==> src/rtl/regfile_wq_pkg.sv <==
// regfile_wq_pkg: shared sizes and entry type for the register file write queue
package regfile_wq_pkg;
  localparam int DTYPE_W = 8;
  localparam int NREGS   = 4;
  localparam int DEPTH   = 4;
  localparam int AW      = $clog2(NREGS);
  localparam int PTR_W   = $clog2(DEPTH);
  typedef struct packed {
    logic [AW-1:0]      addr;
    logic [DTYPE_W-1:0] data;
  } wq_entry_t;
endpackage

==> src/rtl/regfile_wq_match.sv <==
// regfile_wq_match: pending mask and youngest-match forwarding over valid queue entries
module regfile_wq_match
  import regfile_wq_pkg::*;
(
  input  wq_entry_t          entries [DEPTH],
  input  logic [PTR_W-1:0]   head,
  input  logic [PTR_W:0]     count,
  input  logic [AW-1:0]      lookup_addr,
  output logic [NREGS-1:0]   pending,
  output logic               lookup_hit,
  output logic [DTYPE_W-1:0] lookup_data
);
  // walk oldest to youngest so a later match overwrites an earlier one
  always_comb begin
    pending     = '0;
    lookup_hit  = 1'b0;
    lookup_data = '0;
    for (int i = 0; i < DEPTH; i++) begin
      if ((PTR_W+1)'(i) < count) begin
        pending[entries[head + PTR_W'(i)].addr] = 1'b1;
        if (entries[head + PTR_W'(i)].addr == lookup_addr) begin
          lookup_hit  = 1'b1;
          lookup_data = entries[head + PTR_W'(i)].data;
        end
      end
    end
  end
endmodule

==> src/rtl/regfile_write_queue.sv <==
// regfile_write_queue: in-order writeback buffer draining into a single register file write port
module regfile_write_queue
  import regfile_wq_pkg::*;
(
  input  logic               clk,
  input  logic               reset,
  input  logic               enq_val,
  output logic               enq_rdy,
  input  logic [AW-1:0]      enq_addr,
  input  logic [DTYPE_W-1:0] enq_data,
  input  logic               drain_en,
  output logic               wr_call,
  output logic [AW-1:0]      wr_addr,
  output logic [DTYPE_W-1:0] wr_data,
  output logic [NREGS-1:0]   pending,
  input  logic [AW-1:0]      lookup_addr,
  output logic               lookup_hit,
  output logic [DTYPE_W-1:0] lookup_data
);
  localparam logic [PTR_W:0] FULL = (PTR_W+1)'(DEPTH);
  logic [PTR_W-1:0]   head_q, head_d, tail_q, tail_d;
  logic [PTR_W:0]     count_q, count_d;
  wq_entry_t          mem_q [DEPTH];
  wq_entry_t          mem_d [DEPTH];
  logic               enq_fire, not_empty, m_hit;
  logic [NREGS-1:0]   m_pending;
  logic [DTYPE_W-1:0] m_data;
  assign not_empty   = count_q != '0;
  assign enq_rdy     = !reset && count_q != FULL;
  assign enq_fire    = enq_val && enq_rdy;
  assign wr_call     = !reset && not_empty && drain_en;
  assign wr_addr     = not_empty ? mem_q[head_q].addr : '0;
  assign wr_data     = not_empty ? mem_q[head_q].data : '0;
  assign pending     = reset ? '0 : m_pending;
  assign lookup_hit  = !reset && m_hit;
  assign lookup_data = reset ? '0 : m_data;
  regfile_wq_match u_match (
    .entries    (mem_q),
    .head       (head_q),
    .count      (count_q),
    .lookup_addr(lookup_addr),
    .pending    (m_pending),
    .lookup_hit (m_hit),
    .lookup_data(m_data)
  );
  // next pointers, count and storage; a full queue refuses enqueue even while draining
  always_comb begin
    mem_d   = mem_q;
    head_d  = head_q + PTR_W'(wr_call);
    tail_d  = tail_q + PTR_W'(enq_fire);
    count_d = count_q + (PTR_W+1)'(enq_fire) - (PTR_W+1)'(wr_call);
    if (enq_fire) mem_d[tail_q] = '{addr: enq_addr, data: enq_data};
  end
  // state registers; entry contents need no reset
  always_ff @(posedge clk) begin
    mem_q <= mem_d;
    if (reset) begin
      head_q  <= '0;
      tail_q  <= '0;
      count_q <= '0;
    end else begin
      head_q  <= head_d;
      tail_q  <= tail_d;
      count_q <= count_d;
    end
  end
endmodule

==> config.mk <==
export PLATFORM = sky130hd
export DESIGN_NAME = regfile_write_queue
export DESIGN_NICKNAME = d
export VERILOG_FILES = /design/src/rtl/regfile_wq_pkg.sv /design/src/rtl/regfile_wq_match.sv /design/src/rtl/regfile_write_queue.sv
export SDC_FILE = /design/constraint.sdc
export NUM_CORES = 1
export LEC_CHECK = 0
export BUFFER_PORTS_ARGS = -buffer_cell sky130_fd_sc_hd__clkbuf_2
export CELL_PAD_IN_SITES_DETAIL_PLACEMENT = 1
export CELL_PAD_IN_SITES_GLOBAL_PLACEMENT = 2
export CORE_ASPECT_RATIO = 0.7
export CORE_MARGIN = 3
export CORE_UTILIZATION = 42
export DETAILED_ROUTE_END_ITERATION = 8
export GPL_TIMING_DRIVEN = 0
export PLACE_DENSITY = 0.89
export SLEW_MARGIN = 5
export SYNTH_ARGS = -nofsm -noshare
export SYNTH_HDL_FRONTEND = slang
export SYNTH_SLANG_ARGS = --single-unit
==> constraint.sdc <==
create_clock -name clk -period 3.2 [get_ports clk]
set_clock_uncertainty 0.15 [all_clocks]
set_input_delay 0.16 -clock clk [delete_from_list [all_inputs] [get_ports clk]]
set_output_delay 0.16 -clock clk [all_outputs]
set_load 0.03 [all_outputs]
* After elaboration in Yosys (flattened, before gate mapping)
Index checks and enable logic that the tools add are counted.
W data, S select, Z words.
** Word-level totals
- Output and inout port bits :: 25
- Flip-flop bits (word level) :: 47
** Operators by class
- Order comparisons :: 18
- Bitwise operators :: 8
- Muxes and demuxes :: 47
- Reduce and logical (&&, ||, !) cells :: 12
- Add/subtract/negate cells :: 7
- Eq/ne operators :: 5
** Operators by type and width (number)
- $mux W10 :: 9
- $bmux W10 S2 :: 4
- $mux W8 :: 10
- $bwmux W40 :: 1
- $demux W10 S2 :: 1
- $mux W4 :: 5
- $ge A3 B3 Y1 const B :: 5
- $not A2 Y3 :: 5
- $lt A2 B3 Y1 const B :: 4
- $mux W1 :: 12
- $or A4 B4 Y4 :: 3
- $logic_and A1 B1 Y1 :: 10
- $demux W1 S2 :: 4
- $eq A2 B2 Y1 :: 4
- $ge A2 B1 Y1 const B :: 4
- $lt A1 B3 Y1 const A :: 2
- $lt A2 B3 Y1 const A :: 2
- $add A2 B1 Y2 :: 2
- $add A2 B2 Y2 const B :: 2
- $add A3 B1 Y3 :: 1
- $lt A3 B1 Y1 const B :: 1
- $ne A3 B3 Y1 const B :: 1
- $reduce_bool A3 Y1 :: 1
- $sub A3 B1 Y3 :: 1
- 3 further kinds :: 3

* Logic depth before layout (Yosys ltp)
- Word-level depth :: 16
- Gate-level depth with buffers :: 9
- Depth with buffers taken out :: 9

* Modules after synthesis
From an unflattened synthesis, not the netlist that was laid out.
** Second synthesis, totals
- Cells, all modules :: 321
- Area total of the unflattened synthesis :: 3703.6 um2
** Modules (own cells, without submodules)
- regfile_write_queue :: cells an instance 118, instances 1, area each 1991.9 um2
- regfile_wq_match :: cells an instance 203, instances 1, area each 1711.6 um2

* Least setup slack after synthesis
No wires, ideal clock.
- Path type :: register to register
- From :: register count_q[0]
- To :: register mem_q[20] (netlist name), enable pin
- Arrival time :: 2.206 ns
- Required time :: 2.658 ns
- Setup slack :: 0.452 ns
- Buffers on the path :: 0
- Clock period less this slack :: 2.748 ns
- Library setup time :: 0.392 ns
- Cell stages (with the launch flop) :: 5
- Cells stage by stage :: dfxtp_1 -> inv_1 -> a31oi_1 -> nand2_1 -> nor3b_1
** On the way
- Cells in the longest elaborated chain, start to end :: 3
** Ends and longest elaborated chain
- start, declared :: line regfile_write_queue.sv:22 : logic [PTR_W:0] count_q, count_d;
- start signal, assigned :: line regfile_write_queue.sv:64 : count_q <= count_d;
- $ne A3 B3 Y1 :: line regfile_write_queue.sv:29 : assign enq_rdy = !reset && count_q != FULL;
- $logic_and A1 B1 Y1 :: line regfile_write_queue.sv:29
- named net enq_rdy :: line regfile_write_queue.sv:8 : output logic enq_rdy,
- $logic_and A1 B1 Y1 :: line regfile_write_queue.sv:30 : assign enq_fire = enq_val && enq_rdy;
- end signal, assigned :: line regfile_write_queue.sv:56 : mem_q <= mem_d;
- end, declared :: line regfile_write_queue.sv:23 : wq_entry_t mem_q [DEPTH];
The timed path passes the listed nets, and every way through them passes these cells.
A chain may end at the register's enable or synchronous reset.

* Worst setup path in the final report
- From :: register head_q[0]
- To :: output lookup_data[6]
** On the way
- Cells in the longest elaborated chain, start to end :: 14
- Elaborated cells on any way between the ends :: 32
- Classes of those cells :: add/sub: 3; eq/ne: 4; mux: 21; bitwise: 4
** Ends and longest elaborated chain
- start, declared :: line regfile_write_queue.sv:21 : logic [PTR_W-1:0] head_q, head_d, tail_q, tail_d;
- start signal, assigned :: line regfile_write_queue.sv:58 : head_q <= '0;
- start signal, assigned :: line regfile_write_queue.sv:62 : head_q <= head_d;
- branches (longest 12 deep; another with $add A2 B1 Y2)
- $mux W8 * :: line regfile_wq_match.sv:19 : if ((PTR_W+1)'(i) < count) begin
- $mux W8 * :: line regfile_write_queue.sv:36 : assign lookup_data = reset ? '0 : m_data;
- end, declared :: line regfile_write_queue.sv:18 : output logic [DTYPE_W-1:0] lookup_data
Every way passes the cells marked *. The select of a mux whose other input is x is not followed.

==> impl_metrics.ini <==
[synthesis]
synth.most_common_cell = edfxtp_1
synth_edf_count = 40
synthArstFlopShare_pct = 0
ys_seq_elements = 47
netlist.area_leader.share_pct = 35.71
synth_common_cells = 40 x edfxtp_1, 35 x nor2_1, 32 x mux2i_1
syn_inst = 298
syn_avg_cell_area_sq_um = 11.29
mappedNetlistNets = 321
synth-main-ff-cell = edfxtp_1
synth_cell_types = 45
ys_warn_count = 0
yosysSeqAreaShare_pct = 39.88
synth_area_leaders = edfxtp_1 36%, mux2i_1 9.5%, mux2_2 8.0%
yosysTopAreaCell = edfxtp_1
netlist_area_sq_um = 3363

[power]
ir_drop_uv = 235.7
power_leakage_nw = 1.467
power.density_nw_per_um2 = 626.7

[floorplan]
die_area_sq_um = 9135
die_w_um = 113.0
initial_utilization_pct = 44.56
ios = 41
rows = 26
chipHeight_um = 80.87
coreArea_sq_um = 7547

[sta]
hold_viol = 0
slew_headroom_pct = 37.82
drv_slew = 0
tightest_slew_ps = 932.7
setup_violations = 0
whs_ps = 342.4
post-route-period-util_pct = 96.14
layout_min_cycle_time_ps = 3076
rsz0062_at_grt = false
fin_tns_setup_ps = 0
max_freq_ghz = 0.3251

[drt]
route.detailed.drc = 0
routed_wirelength_um = 10140
top_layer = met4
first_iter_violations = 261
ant_nets = 0
met1Wirelength_um = 4703
wl_met3_um = 742
routedWlPerCell_um = 21.90
dr.pass1.iters = 4
vias = 2745
routed_via_density = 5.929
route.met2.wl_um = 4614

[min_path]
holdPathEnd = mem_q[28]$_DFFE_PP_
worstHoldPathCells = 3
hold_path_class = in2reg
min_from = enq_val

[placed_design]
placed_cells = 439
hpwl_um = 7346
dpl_cell_area_sq_um = 3735
io_buffers = 40
globalplace.congestion = 0.7741

[layout]
instances_no_fill = 463
fill_cells = 817
antenna-diode-count = 0
stdcell_area_sq_um = 4080
drive_above_1_share_pct = 35.34
utilization_pct = 54.06
nets = 387
area_growth_syn_to_layout_pct = 21.32

[critical_path]
slowest_stage = clkbuf_1
slowest_delay_ps = 490
path_buf_inv = 6
cp_common_cell = nor2_1
cp_max_fo = 10
crit_chain = buf_6 > buf_12 > clkinv_1 > buf_2 > clkbuf_1 > nor2_1 > a21oi_1 > nor2_1 > a311oi_2 > clkbuf_2
crit_arrival_ps = 2770
start_kind = register
required_ps = 2890
rrSetupSlack_ps = 640
rr_startpoint = count_q[0]$_SDFF_PP0_
cp_top_family = buffers and inverters
critPathKind = reg2out
r2r_end = count_q[2]$_SDFF_PP0_
worst-r2r-cell-count = 9
end_kind = output pin

[clock_network]
clk_pin_slew_ps = 70
cts_max_path_buffers = 2
tritoncts = yes
cts_made_buffers = 5
clk_latency_ps = 290
cts.sinks = 47
cts_root_buffer = clkbuf_16
htree_num_levels = 2

[grt]
grt_pass1_wl_um = 16170
grtUsageTotal_pct = 23.23
overflow = 0
grt_max_degree = 17
antenna_found_initial = 0
grt_pass1_vias = 2846

[outcome]
status = finished, final reports clean

[flow_run]
maxCapViolCount = 0
## worst max path at each step
stage	start	end	slack (ps)	cells past startpoint
after floorplan	count_q[0]$_SDFF_PP0_	mem_q[20]$_DFFE_PP_	450	4
after global placement	count_q[0]$_SDFF_PP0_	mem_q[15]$_DFFE_PP_	10	4
after detailed placement	head_q[0]$_SDFF_PP0_	lookup_data[7]	340	7
after CTS	head_q[0]$_SDFF_PP0_	lookup_data[7]	20	7
after global routing	head_q[0]$_SDFF_PP0_	lookup_data[0]	10	7
final	head_q[0]$_SDFF_PP0_	lookup_data[6]	120	10
## per-stage QoR
stage | setup WS, ps | power (mW)
2_1_floorplan | 451.7 | 1.629
3_3_place_gp | 10.74 | 1.947
3_5_place_dp | 344.6 | 1.980
4_1_cts | 21.58 | 2.521
5_1_grt | 14.32 | 2.697
6_report | 123.7 | 2.557
## routing by layer
layer  GRT usage (%)  vias up
met2           37.47       85
met5               0        -
li1                -     1257
met3           3.202        9
met4           4.442        0
met1           33.85     1394
## sequential cells by signal (all words and copies together) (netlist names)
name / cells
mem_q: 40
count_q: 3
tail_q: 2
head_q: 2
## worst reg2reg max path, cell delays in order (launching register included)
cell	delay, ps
dfxtp_1	460
inv_1	140
a31oi_1	240
nand2_1	230
ha_1	350
inv_1	40
ha_1	200
fa_1	390
xor2_1	170
nor2_1	50
## cell type report
type | count | area, sq um | area share (%)
multi-input cells | 220 | 1906 | 46.70
well taps | 98 | 122.6 | 3.005
repair buffers | 59 | 394.1 | 9.660
clock buffers | 5 | 125.1 | 3.067
clock inverters | 3 | 22.52 | 0.5520
plain buffers | 19 | 123.9 | 3.036
flip-flops and latches | 47 | 1341 | 32.87
inverters | 12 | 45.04 | 1.104
## report_power, final
group	switching [mW]	leakage, nW	internal [mW]
registers	0.0325	0.420	0.706
logic	0.846	0.973	0.444
clock network	0.236	0.0742	0.293
total	1.12	1.47	1.44
## timing repair
action | CTS | global route
setup endpoints to repair | 0 | 9
resized for setup | 0 | 7
hold buffers | 11 | 0
setup buffers | 0 | 5
hold endpoints to repair | 41 | 0
## cells by family after synthesis
family                     count (synthesis)  synth area share, %
AOI/OAI and AO/OA                         40                11.01
xor gates and xnor gates                  11                4.204
adders and majority gates                  7                2.827
buffers and inverters                     31                4.948
DFF                                       47                39.88
muxes                                     64                22.92
and+or+nand+nor                           98                14.21
## placed cells by master, fill, tap and decap left out, types with 3 or more instances in the layout
| master | Yosys | layout |
|---|---|---|
| dlygate4sd3_1 | 0 | 11 |
| nand4_1 | 8 | 8 |
| mux2_2 | 24 | 24 |
| nor3_1 | 6 | 5 |
| a311oi_2 | 8 | 8 |
| mux4_2 | 8 | 8 |
| dfxtp_1 | 7 | 7 |
| nor4_1 | 8 | 6 |
| a31oi_1 | 3 | 3 |
| edfxtp_1 | 40 | 40 |
| inv_1 | 11 | 11 |
| xor2_2 | 1 | 4 |
| clkbuf_2 | 1 | 40 |
| buf_6 | 2 | 5 |
| buf_4 | 3 | 7 |
| clkbuf_16 | 0 | 5 |
| mux2i_1 | 32 | 32 |
| nand2_1 | 19 | 19 |
| ha_1 | 6 | 6 |
| nand3_1 | 9 | 9 |
| a21oi_1 | 11 | 11 |
| clkbuf_1 | 5 | 5 |
| nor2_1 | 35 | 35 |
| buf_2 | 5 | 5 |
| xnor2_1 | 4 | 4 |
| o211ai_2 | 8 | 8 |
| nor2b_1 | 4 | 4 |
No activity file was read; power rests on OpenSTA's default activity.
